### src/rtl/tile_pkg.sv
// Package: tile_pkg
// Shared definitions for the tile write scheduler.
//   tile_t        - 2-bit tile type stored in the tile array
//   TILES_X/Y     - tile array geometry (8x8 tiles)
//   TILE_PX       - tile edge size in pixels
//   sched_state_t - scheduler FSM state encoding
//   tile_idx()    - {y, x} linear tile index
package tile_pkg;

    typedef enum logic [1:0] {
        BG      = 2'b00,
        CLEARED = 2'b01,
        GIFT    = 2'b10,
        WALL    = 2'b11
    } tile_t;

    localparam int unsigned TILES_X    = 8;
    localparam int unsigned TILES_Y    = 8;
    localparam int unsigned TILE_PX    = 80;
    localparam int unsigned TILE_COUNT = TILES_X * TILES_Y;

    typedef logic [1:0] sched_state_t;

    localparam sched_state_t ST_IDLE     = 2'd0;
    localparam sched_state_t ST_LOAD     = 2'd1;
    localparam sched_state_t ST_CLEAR    = 2'd2;
    localparam sched_state_t ST_GAMEOVER = 2'd3;

    function automatic logic [5:0] tile_idx(input logic [2:0] x, input logic [2:0] y);
        return {y, x};
    endfunction

endpackage

### src/rtl/tile_write_scheduler_if.sv
// Interface: tile_write_scheduler_if
// Bundles the gift-removal request handshake and the tile array write port.
//   gift_req/gift_x/gift_y/gift_ready - removal request, accepted on req & ready
//   wr_en/wr_x/wr_y/wr_type           - tile array write strobe and payload
// Modports:
//   slave  - the scheduler (consumes requests, drives the write port)
//   master - the environment (collision logic + tile array)
interface tile_write_scheduler_if;

    logic       gift_req;
    logic [2:0] gift_x;
    logic [2:0] gift_y;
    logic       gift_ready;
    logic       wr_en;
    logic [2:0] wr_x;
    logic [2:0] wr_y;
    logic [1:0] wr_type;

    modport slave (
        input  gift_req, gift_x, gift_y,
        output gift_ready, wr_en, wr_x, wr_y, wr_type
    );

    modport master (
        output gift_req, gift_x, gift_y,
        input  gift_ready, wr_en, wr_x, wr_y, wr_type
    );

endinterface

### src/rtl/gift_fifo.sv
// Module: gift_fifo
// Synchronous FIFO buffering gift-removal requests ({y, x} entries).
// Ports:
//   clk, reset - clock, asynchronous active-high reset
//   i_flush    - discard all entries (wins over push/pop)
//   i_push     - write i_wdata (ignored when full)
//   i_wdata    - entry to write
//   i_pop      - drop head entry (ignored when empty)
//   o_rdata    - head entry (valid when !o_empty)
//   o_full     - no free slot
//   o_empty    - no entry stored
module gift_fifo #(
    parameter int unsigned DEPTH = 4,
    parameter int unsigned WIDTH = 6
) (
    input  logic             clk,
    input  logic             reset,
    input  logic             i_flush,
    input  logic             i_push,
    input  logic [WIDTH-1:0] i_wdata,
    input  logic             i_pop,
    output logic [WIDTH-1:0] o_rdata,
    output logic             o_full,
    output logic             o_empty
);

    localparam int unsigned AW = (DEPTH > 1) ? $clog2(DEPTH) : 1;
    localparam int unsigned CW = AW + 1;

    logic [WIDTH-1:0] r_mem [DEPTH];
    logic [AW-1:0]    r_wr_ptr;
    logic [AW-1:0]    r_rd_ptr;
    logic [CW-1:0]    r_count;

    logic w_push;
    logic w_pop;

    // Flags come straight from the registered occupancy count.
    assign o_full  = (r_count == CW'(DEPTH));
    assign o_empty = (r_count == '0);
    assign o_rdata = r_mem[r_rd_ptr];

    assign w_push = i_push & ~o_full & ~i_flush;
    assign w_pop  = i_pop & ~o_empty & ~i_flush;

    always_ff @(posedge clk) begin
        if (w_push) begin
            r_mem[r_wr_ptr] <= i_wdata;
        end
    end

    always_ff @(posedge clk or posedge reset) begin
        if (reset) begin
            r_wr_ptr <= '0;
            r_rd_ptr <= '0;
            r_count  <= '0;
        end else if (i_flush) begin
            r_wr_ptr <= '0;
            r_rd_ptr <= '0;
            r_count  <= '0;
        end else begin
            if (w_push) begin
                r_wr_ptr <= r_wr_ptr + AW'(1);
            end
            if (w_pop) begin
                r_rd_ptr <= r_rd_ptr + AW'(1);
            end
            case ({w_push, w_pop})
                2'b10:   r_count <= r_count + CW'(1);
                2'b01:   r_count <= r_count - CW'(1);
                default: r_count <= r_count;
            endcase
        end
    end

endmodule

### src/rtl/tile_write_scheduler.sv
// Module: tile_write_scheduler
// Owns the single write port of the 8x8 tile array and sequences three
// writers onto it: the level-load sweep from the level ROM, buffered
// gift-removal requests, and the end-game clear sweep. Tracks which tiles
// still hold a gift and reports when the last one is removed.
// Ports:
//   clk, reset        - clock, asynchronous active-high reset
//   start_level       - pulse: load level level_id into the array
//   level_id          - level to load, sampled with start_level
//   rom_addr          - {level, tile index} to the level ROM
//   rom_data          - tile type, valid one clk after rom_addr
//   end_game          - pulse: abort activity and clear the array
//   bus               - gift request handshake + tile array write port
//   busy              - LOAD or CLEAR sweep in progress
//   load_done         - 1-clk pulse with the registered write of the last tile
//   gift_count        - gifts still present (0..64)
//   all_gifts_cleared - 1-clk pulse when a removal takes gift_count to 0
module tile_write_scheduler
    import tile_pkg::*;
#(
    parameter int unsigned FIFO_DEPTH = 4,
    parameter int unsigned LEVEL_BITS = 2
) (
    input  logic                  clk,
    input  logic                  reset,
    input  logic                  start_level,
    input  logic [LEVEL_BITS-1:0] level_id,
    output logic [LEVEL_BITS+5:0] rom_addr,
    input  logic [1:0]            rom_data,
    input  logic                  end_game,
    tile_write_scheduler_if.slave bus,
    output logic                  busy,
    output logic                  load_done,
    output logic [6:0]            gift_count,
    output logic                  all_gifts_cleared
);

    // LOAD runs one extra clk beyond the last address to absorb ROM latency.
    localparam logic [6:0] LOAD_LAST  = 7'(TILE_COUNT);
    localparam logic [6:0] CLEAR_LAST = 7'(TILE_COUNT - 1);
    localparam logic [6:0] COUNT_MAX  = 7'(TILE_COUNT);

    sched_state_t          r_state;
    sched_state_t          w_next_state;
    logic [LEVEL_BITS-1:0] r_level;
    logic [6:0]            r_cnt;
    logic [5:0]            r_rom_idx;
    logic [63:0]           r_bitmap;
    logic [6:0]            r_gift_count;
    logic                  r_accept;
    logic                  r_wr_en;
    logic [2:0]            r_wr_x;
    logic [2:0]            r_wr_y;
    logic [1:0]            r_wr_type;
    logic                  r_load_done;
    logic                  r_all_clr;

    logic       w_enter_clear;
    logic       w_start;
    logic       w_pop;
    logic       w_push;
    logic       w_full;
    logic       w_empty;
    logic [5:0] w_head;
    logic       w_head_hit;

    assign w_enter_clear = end_game & ((r_state == ST_IDLE) | (r_state == ST_LOAD));
    assign w_start       = start_level & ~w_enter_clear & (r_state != ST_CLEAR);
    assign w_pop         = (r_state == ST_IDLE) & ~w_empty & ~end_game & ~start_level;
    assign w_push        = bus.gift_req & bus.gift_ready;
    assign w_head_hit    = r_bitmap[w_head];

    gift_fifo #(
        .DEPTH (FIFO_DEPTH),
        .WIDTH (6)
    ) u_gift_fifo (
        .clk     (clk),
        .reset   (reset),
        .i_flush (w_enter_clear),
        .i_push  (w_push),
        .i_wdata (tile_idx(bus.gift_x, bus.gift_y)),
        .i_pop   (w_pop),
        .o_rdata (w_head),
        .o_full  (w_full),
        .o_empty (w_empty)
    );

    assign rom_addr          = {r_level, r_cnt[5:0]};
    assign busy              = (r_state == ST_LOAD) | (r_state == ST_CLEAR);
    assign load_done         = r_load_done;
    assign gift_count        = r_gift_count;
    assign all_gifts_cleared = r_all_clr;
    // r_accept is 0 in reset and in CLEAR/GAMEOVER, so ready is too.
    assign bus.gift_ready    = r_accept & ~w_full;
    assign bus.wr_en         = r_wr_en;
    assign bus.wr_x          = r_wr_x;
    assign bus.wr_y          = r_wr_y;
    assign bus.wr_type       = r_wr_type;

    always_comb begin
        w_next_state = r_state;
        case (r_state)
            ST_IDLE: begin
                if (end_game) begin
                    w_next_state = ST_CLEAR;
                end else if (start_level) begin
                    w_next_state = ST_LOAD;
                end
            end
            ST_LOAD: begin
                if (end_game) begin
                    w_next_state = ST_CLEAR;
                end else if (start_level) begin
                    w_next_state = ST_LOAD;
                end else if (r_cnt == LOAD_LAST) begin
                    w_next_state = ST_IDLE;
                end
            end
            ST_CLEAR: begin
                if (r_cnt == CLEAR_LAST) begin
                    w_next_state = ST_GAMEOVER;
                end
            end
            ST_GAMEOVER: begin
                if (start_level) begin
                    w_next_state = ST_LOAD;
                end
            end
            default: w_next_state = ST_IDLE;
        endcase
    end

    always_ff @(posedge clk or posedge reset) begin
        if (reset) begin
            r_state      <= ST_IDLE;
            r_level      <= '0;
            r_cnt        <= '0;
            r_rom_idx    <= '0;
            r_bitmap     <= '0;
            r_gift_count <= '0;
            r_accept     <= 1'b0;
            r_wr_en      <= 1'b0;
            r_wr_x       <= '0;
            r_wr_y       <= '0;
            r_wr_type    <= '0;
            r_load_done  <= 1'b0;
            r_all_clr    <= 1'b0;
        end else begin
            r_state     <= w_next_state;
            r_accept    <= (w_next_state == ST_IDLE) | (w_next_state == ST_LOAD);
            r_wr_en     <= 1'b0;
            r_load_done <= 1'b0;
            r_all_clr   <= 1'b0;

            if (w_enter_clear) begin
                r_cnt        <= '0;
                r_bitmap     <= '0;
                r_gift_count <= '0;
            end else if (w_start) begin
                r_level      <= level_id;
                r_cnt        <= '0;
                r_bitmap     <= '0;
                r_gift_count <= '0;
            end else begin
                case (r_state)
                    ST_LOAD: begin
                        // r_rom_idx is the address whose data is on rom_data now.
                        r_rom_idx <= r_cnt[5:0];
                        if (r_cnt != '0) begin
                            r_wr_en   <= 1'b1;
                            r_wr_x    <= r_rom_idx[2:0];
                            r_wr_y    <= r_rom_idx[5:3];
                            r_wr_type <= rom_data;
                            if ((rom_data == GIFT) && (r_gift_count != COUNT_MAX)) begin
                                r_bitmap[r_rom_idx] <= 1'b1;
                                r_gift_count        <= r_gift_count + 7'd1;
                            end
                        end
                        if (r_cnt == LOAD_LAST) begin
                            r_load_done <= 1'b1;
                            r_cnt       <= '0;
                        end else begin
                            r_cnt <= r_cnt + 7'd1;
                        end
                    end
                    ST_CLEAR: begin
                        r_wr_en   <= 1'b1;
                        r_wr_x    <= r_cnt[2:0];
                        r_wr_y    <= r_cnt[5:3];
                        r_wr_type <= BG;
                        r_cnt     <= (r_cnt == CLEAR_LAST) ? 7'd0 : r_cnt + 7'd1;
                    end
                    ST_IDLE: begin
                        // Entries whose bit is already clear are dropped silently.
                        if (w_pop && w_head_hit) begin
                            r_wr_en          <= 1'b1;
                            r_wr_x           <= w_head[2:0];
                            r_wr_y           <= w_head[5:3];
                            r_wr_type        <= CLEARED;
                            r_bitmap[w_head] <= 1'b0;
                            if (r_gift_count != '0) begin
                                r_gift_count <= r_gift_count - 7'd1;
                                if (r_gift_count == 7'd1) begin
                                    r_all_clr <= 1'b1;
                                end
                            end
                        end
                    end
                    default: ;
                endcase
            end
        end
    end

endmodule

### src/flat_wrapper.sv
// flat-port wrapper written by rule: the top's interface ports become plain ports
module tile_write_scheduler_flat import tile_pkg::*;
#(
    parameter int unsigned FIFO_DEPTH = 4,
    parameter int unsigned LEVEL_BITS = 2
)
  (clk, reset, start_level, level_id, rom_addr, rom_data, end_game, busy, load_done, gift_count, all_gifts_cleared, bus_gift_req, bus_gift_x, bus_gift_y, bus_gift_ready, bus_wr_en, bus_wr_x, bus_wr_y, bus_wr_type);
  tile_write_scheduler_if bus_i ();
  input  logic clk;
  input  logic reset;
  input  logic start_level;
  input  logic [LEVEL_BITS-1:0] level_id;
  output logic [LEVEL_BITS+5:0] rom_addr;
  input  logic [1:0] rom_data;
  input  logic end_game;
  output logic busy;
  output logic load_done;
  output logic [6:0] gift_count;
  output logic all_gifts_cleared;
  input wire logic [$bits(bus_i.gift_req)-1:0] bus_gift_req;
  input wire logic [$bits(bus_i.gift_x)-1:0] bus_gift_x;
  input wire logic [$bits(bus_i.gift_y)-1:0] bus_gift_y;
  output wire logic [$bits(bus_i.gift_ready)-1:0] bus_gift_ready;
  output wire logic [$bits(bus_i.wr_en)-1:0] bus_wr_en;
  output wire logic [$bits(bus_i.wr_x)-1:0] bus_wr_x;
  output wire logic [$bits(bus_i.wr_y)-1:0] bus_wr_y;
  output wire logic [$bits(bus_i.wr_type)-1:0] bus_wr_type;
  assign bus_i.gift_req = bus_gift_req;
  assign bus_i.gift_x = bus_gift_x;
  assign bus_i.gift_y = bus_gift_y;
  assign bus_gift_ready = bus_i.gift_ready;
  assign bus_wr_en = bus_i.wr_en;
  assign bus_wr_x = bus_i.wr_x;
  assign bus_wr_y = bus_i.wr_y;
  assign bus_wr_type = bus_i.wr_type;
  tile_write_scheduler #(.FIFO_DEPTH(FIFO_DEPTH), .LEVEL_BITS(LEVEL_BITS)) u_core (.clk(clk), .reset(reset), .start_level(start_level), .level_id(level_id), .rom_addr(rom_addr), .rom_data(rom_data), .end_game(end_game), .bus(bus_i), .busy(busy), .load_done(load_done), .gift_count(gift_count), .all_gifts_cleared(all_gifts_cleared));
endmodule
### config.mk
export PLATFORM = sky130hd
export DESIGN_NAME = tile_write_scheduler_flat
export DESIGN_NICKNAME = d
export VERILOG_FILES = /design/src/rtl/tile_pkg.sv /design/src/rtl/tile_write_scheduler_if.sv /design/src/rtl/gift_fifo.sv /design/src/rtl/tile_write_scheduler.sv /design/src/flat_wrapper.sv
export SDC_FILE = /design/constraint.sdc
export NUM_CORES = 1
export LEC_CHECK = 0
export CAP_MARGIN = 20
export CELL_PAD_IN_SITES_DETAIL_PLACEMENT = 1
export CELL_PAD_IN_SITES_GLOBAL_PLACEMENT = 1
export CORE_MARGIN = 5
export CORE_UTILIZATION = 30
export CTS_CLUSTER_SIZE = 25
export DETAILED_ROUTE_END_ITERATION = 16
export PLACE_DENSITY = 0.64
export SKIP_LAST_GASP = 1
export SLEW_MARGIN = 20
export SYNTH_ARGS = -nofsm -noshare
export SYNTH_HDL_FRONTEND = slang
export SYNTH_SLANG_ARGS = --single-unit
### constraint.sdc
create_clock -name clk -period 4.9 [get_ports clk]
set_input_delay 0.98 -clock clk [delete_from_list [all_inputs] [get_ports clk]]
set_output_delay 0.98 -clock clk [all_outputs]
set_load 0.005 [all_outputs]
# Yosys cells after proc, flatten, opt, wreduce, memory -nomap -nowiden
# Memories as Yosys holds them, arrays and structs flattened.
# Cells that the tools add are included.
# totals
regBits	107
latch_bits	0
ramBits	24
rom_bits	0
inputBits	15
output_inout_bits	28
elab_cells	154
memories	1
# op_classes
add_sub_neg	7
mul	0
div	0
order_cmp	4
n_eq_ne	19
n_shift	0
n_mux	63
n_bitwise	24
reduce_logical	20
# memory_table
memory	depth	width	read_ports	rd_ports_with_merged_regs	write_ports	line	text
u_core.u_gift_fifo.r_mem	4	6	1	0	1	gift_fifo.sv:30	logic [WIDTH-1:0] r_mem [DEPTH];
# ops
op	count
$mux W64	5
$pmux W64 S2	1
$mux W7	10
$and A64 B64 Y64	1
$not A64 Y64	1
$or A64 B64 Y64	1
$pmux W7 S2	2
$mux W2	12
$mux W1	19
$pmux W3 S3	2
$ne A4 B2 Y1 const B	4
$mux W3	5
$add A7 B1 Y7 const B	2
$lt A6 B7 Y1 const B	2
$reduce_bool A7 Y1	2
$and A1 B1 Y1	12
$demux W1 S6	2
$ge A6 B1 Y1 const B	2
$reduce_and A5 Y1	2
$eq A2 B2 Y1 const B	4
$pmux W2 S4	1
$reduce_bool A4 Y1	2
$eq A7 B1 Y1 const B	1
$eq A7 B6 Y1 const B	1
other kinds (23)	41

# Depth between registers and ports, before layout
# An unclocked memory read counts as a cell.
# depth
word_depth	11
depth_mapped	13
depth_no_buf	10

# Cells and area by module
# A second synthesis with hierarchy kept.
# hier_totals
hier_cells	892
area_unflattened_um2	8286.7
# modules_own_cells
mod	n_inst	cells_each	area_per_inst_um2	seq_area_each_um2
tile_write_scheduler	1	795	6851.6	2502.4
gift_fifo	1	97	1435.1	895.9

# Worst setup path before layout
# No wires, ideal clock.
# synth_path
kind	input -> register
startpoint	input end_game
endpoint	register u_core.r_wr_type[0], in the netlist u_core.bus.wr_type[0]
setup_time_ns	0.125
arrival_ns	3.113
required_ns	4.775
slack_ns	1.662
stages	8
n_path_buf	1
cell_sequence	nor4b_1 -> o311ai_1 -> nor4_2 -> nand4_4 -> nand2_2 -> and2_1 -> buf_6 -> mux2_4
# synth_via
elab_chain_len	6
elab_cells_between_ends	11
classes_between	eq/ne: 1; bitwise: 8; reduce/logical: 2
# synth_rtl
element	line	text
start: declaration	flat_wrapper.sv:15	input logic end_game;
$not A1 Y1 / $and A1 B1 Y1 (equally long branches)	tile_write_scheduler.sv:69, tile_write_scheduler.sv:67	
$and A1 B1 Y1 / $not A1 Y1 (equally long branches)	-	
$and A1 B1 Y1 (on tied branches)	tile_write_scheduler.sv:69, tile_write_scheduler.sv:68	
$logic_and A1 B1 Y1 / $and A1 B1 Y1 (equally long branches)	tile_write_scheduler.sv:195, tile_write_scheduler.sv:68	
$ne A2 B2 Y1 (no line) / $not A1 Y1 (equally long branches)	-	
$reduce_and A5 Y1 (no line) *	-	
end signal: assignment	tile_write_scheduler.sv:173	r_wr_type <= rom_data;
end: declaration	tile_write_scheduler.sv:54	logic [1:0] r_wr_type;
# Mark *: on every way between the ends. The rest lies on a longest branch, timed or not.
# A chain may end at the register's enable or synchronous reset.

# Worst setup path in the final report
# layout_path
startpoint	register u_core.u_gift_fifo.r_rd_ptr[0]
endpoint	register u_core.r_wr_x[1], in the netlist u_core.bus.wr_x[1]
# layout_via
elab_chain_len	6
elab_cells_between_ends	8
classes_between	eq/ne: 1; mux: 4; reduce/logical: 2; memory: 1
# layout_rtl
element	line	text
start: declaration	gift_fifo.sv:32	logic [AW-1:0] r_rd_ptr;
start signal: assignment	gift_fifo.sv:66	r_rd_ptr <= r_rd_ptr + AW'(1);
$mem_v2 Z4 W6 *	-	
$bmux W1 S6	tile_write_scheduler.sv:71	assign w_head_hit = r_bitmap[w_head];
$mux W1 (not written as such)	tile_write_scheduler.sv:71	
$logic_and A1 B1 Y1	tile_write_scheduler.sv:195	if (w_pop && w_head_hit) begin
$ne A2 B2 Y1 (no line)	-	
$reduce_and A5 Y1 (no line)	-	
end signal: assignment	tile_write_scheduler.sv:171	r_wr_x <= r_rom_idx[2:0];
end signal: assignment	tile_write_scheduler.sv:188	r_wr_x <= r_cnt[2:0];
end signal: assignment	tile_write_scheduler.sv:197	r_wr_x <= w_head[2:0];
end: declaration	tile_write_scheduler.sv:52	logic [2:0] r_wr_x;
# Mark *: on every way between the ends. The rest lies on a longest branch, timed or not. The select of a mux whose other input is x is not followed.

==> metrics.cfg <==
[final_layout]
layout-drive-gt1-share=0.102
design_area_sq_um=8390
antenna_cells=0
mostFrequentLayoutCells=147 x a21oi_1, 107 x dfrtp_1, 85 x o21ai_0
final_nets=786
syn_to_final_growth_pct=19.3
layout_commonest_cell=a21oi_1

[synth]
async_flop_share=0.817
synthesis.area_sq_um=7030
ys_ff_latch=131
synth_cells=720
synth_cell_types=67
seq_area_frac_synth=0.484
ys_warn_count=0
syn_area_per_cell_sq_um=9.76
synthFlopType=dfrtp_1
synth_nets=751
synth_edf_count=24

[sta]
worst_pin_slew_ps=1030
setup_ws_ps=981
timing.slew.headroom=0.311
setup_viol=0
finalCritPeriodShare=0.800
final_hold_viol_count=0
fin_crit_ps=3920
final_max_slew_viol_count=0
clock.fmax_ghz=0.255
rsz0062_at_grt=false
fin_skew_ps=12.8
fin_hold_ws_ps=507
setup_tns_ps=0

[worst_setup_path]
reg2reg_slack_ps=980
crit_start=u_core.u_gift_fifo.r_rd_ptr[0]
path_max_fanout=19
cp.arrival_ps=4230
cp.required_ps=5210
setup.worst_path.end_class=flip-flop
start_kind=flip-flop
r2r-start=u_core.u_gift_fifo.r_rd_ptr[0]
crit_type=flip-flop to flip-flop

[place]
port_buffers=42
place_congestion=0.801
hpwl_um=15000
placed_cell_area_sq_um=7770
pre_cts_ws_ps=889

[grt]
grt_usage=0.180
grt_pass1_wl_um=37100
antenna_found_initial=0
grt_max_degree=66
overflow=0
grt_pass1_vias=6328

[clock_network]
tritoncts=built
postCtsHoldBufs=0
cts.repair.resized=0
clock-root-buffer=clkbuf_16
post-cts-setup-buffer-count=0
numCtsBuffers=17
cts_max_path_buffers=2
clock_latency_ps=430
cts_max_level=4
cts.sinks=131
path_clk_slew_ps=60

[power]
worst_ir_drop_vdd_uv=425
power.leakage_nw=3.41
total_power_w=0.00486
p_per_area_nw_per_um2=579

[drt]
vias=5944
vias_per_cell=5.47
drt-initial-drc-count=463
routedWlPerCell_um=21.2
drc=0
ant_nets=0
wl_um=23000
dr.pass1.iters=4

[die]
num_rows=56
dieWidth_um=163
die_h_um=163
coreArea_sq_um=23300
die-area_sq_um=26600
ios=43
start_util=0.302

[status]
run_status=finished, final reports clean

[hold_path]
min_from=u_core.r_level[0]
hp-class=flip-flop to flip-flop

[flow_run]
maxCapViolCount=0

-- layout make-up --
cell class	instances	area, sq um
timing repair buffer	58	553
inverter	19	73.8
sequential	131	3400
multi-input combinational	528	3350
clock inverter	15	188
fill	2714	14900
clock buffer	17	425
tap	319	399
-- where the power goes --
group	internal, W	total (W)	leakage [nW]	switching (W)
logic	0.000745	0.00208	1.44	0.00134
registers	0.00127	0.00144	1.67	0.000166
clock network	0.000776	0.00134	0.299	0.000563
total	0.00279	0.00486	3.41	0.00207
-- state kept, by name, indices dropped and copies added, names as in the netlist --
signal,flops
u_core.all_gifts_cleared,1
u_core.load_done,1
u_core.bus.wr_y,3
u_core.u_gift_fifo.r_wr_ptr,2
u_core.bus.wr_type,2
u_core.r_level,2
u_core.r_rom_idx,6
u_core.r_accept,1
u_core.r_state,2
u_core.r_cnt,7
u_core.bus.wr_en,1
u_core.u_gift_fifo.r_rd_ptr,2
u_core.bus.wr_x,3
u_core.r_bitmap,64
u_core.u_gift_fifo.r_count,3
u_core.gift_count,7
u_core.u_gift_fifo.r_mem,24
-- per-layer routing --
metal,part of all wire,track usage
met5,0,0
met4,0.025,0.0675
met3,0.036,0.0270
met2,0.47,0.287
met1,0.47,0.249
-- path summary, 6_finish.rpt --
kind / end / cells after the start
hold reg to reg: u_core.r_level[0] / 1
max in group asynchronous: u_core.gift_count[0] / 3
setup / recovery: u_core.bus.wr_x[1] / 9
min in group asynchronous: u_core.r_cnt[5] / 2
setup reg to reg: u_core.bus.wr_x[1] / 9
hold / removal: u_core.r_level[0] / 1
-- metrics by stage --
step	instances	utilization
final	1087	0.361
after floorplan	720	-
after detailed placement	1055	0.334
after CTS	1087	0.361
after global routing	1087	0.361
after global placement	1055	0.334
-- critical path, cell delays in order (launching register included) --
cell	delay, ps
dfrtp_1	670
mux4_2	860
or2_4	360
o22ai_1	210
a211oi_1	120
nor4_2	360
nand4_4	270
nand2_2	250
and2_1	360
mux2_4	330
-- synth_stat cells (15+ instances only) --
| master | count | area, sq um |
|---|---|---|
| o21ai_0 | 85 | 425 |
| nand3_1 | 16 | 80.1 |
| edfxtp_1 | 24 | 721 |
| nor2_1 | 45 | 169 |
| mux2i_1 | 22 | 220 |
| nand2b_1 | 15 | 93.8 |
| clkbuf_1 | 17 | 63.8 |
| inv_1 | 19 | 71.3 |
| ha_1 | 15 | 188 |
| a21oi_1 | 147 | 736 |
| dfrtp_1 | 107 | 2680 |
| nand2_1 | 41 | 154 |
-- cell families after synthesis --
kind of cell	share of synthesized area
compound gates	0.231
flops	0.484
xor+xnor	0.00748
buf+inv	0.0417
fa+ha+maj	0.0296
mux	0.0762
simple gates	0.130
(Power assumes the default switching activity.)
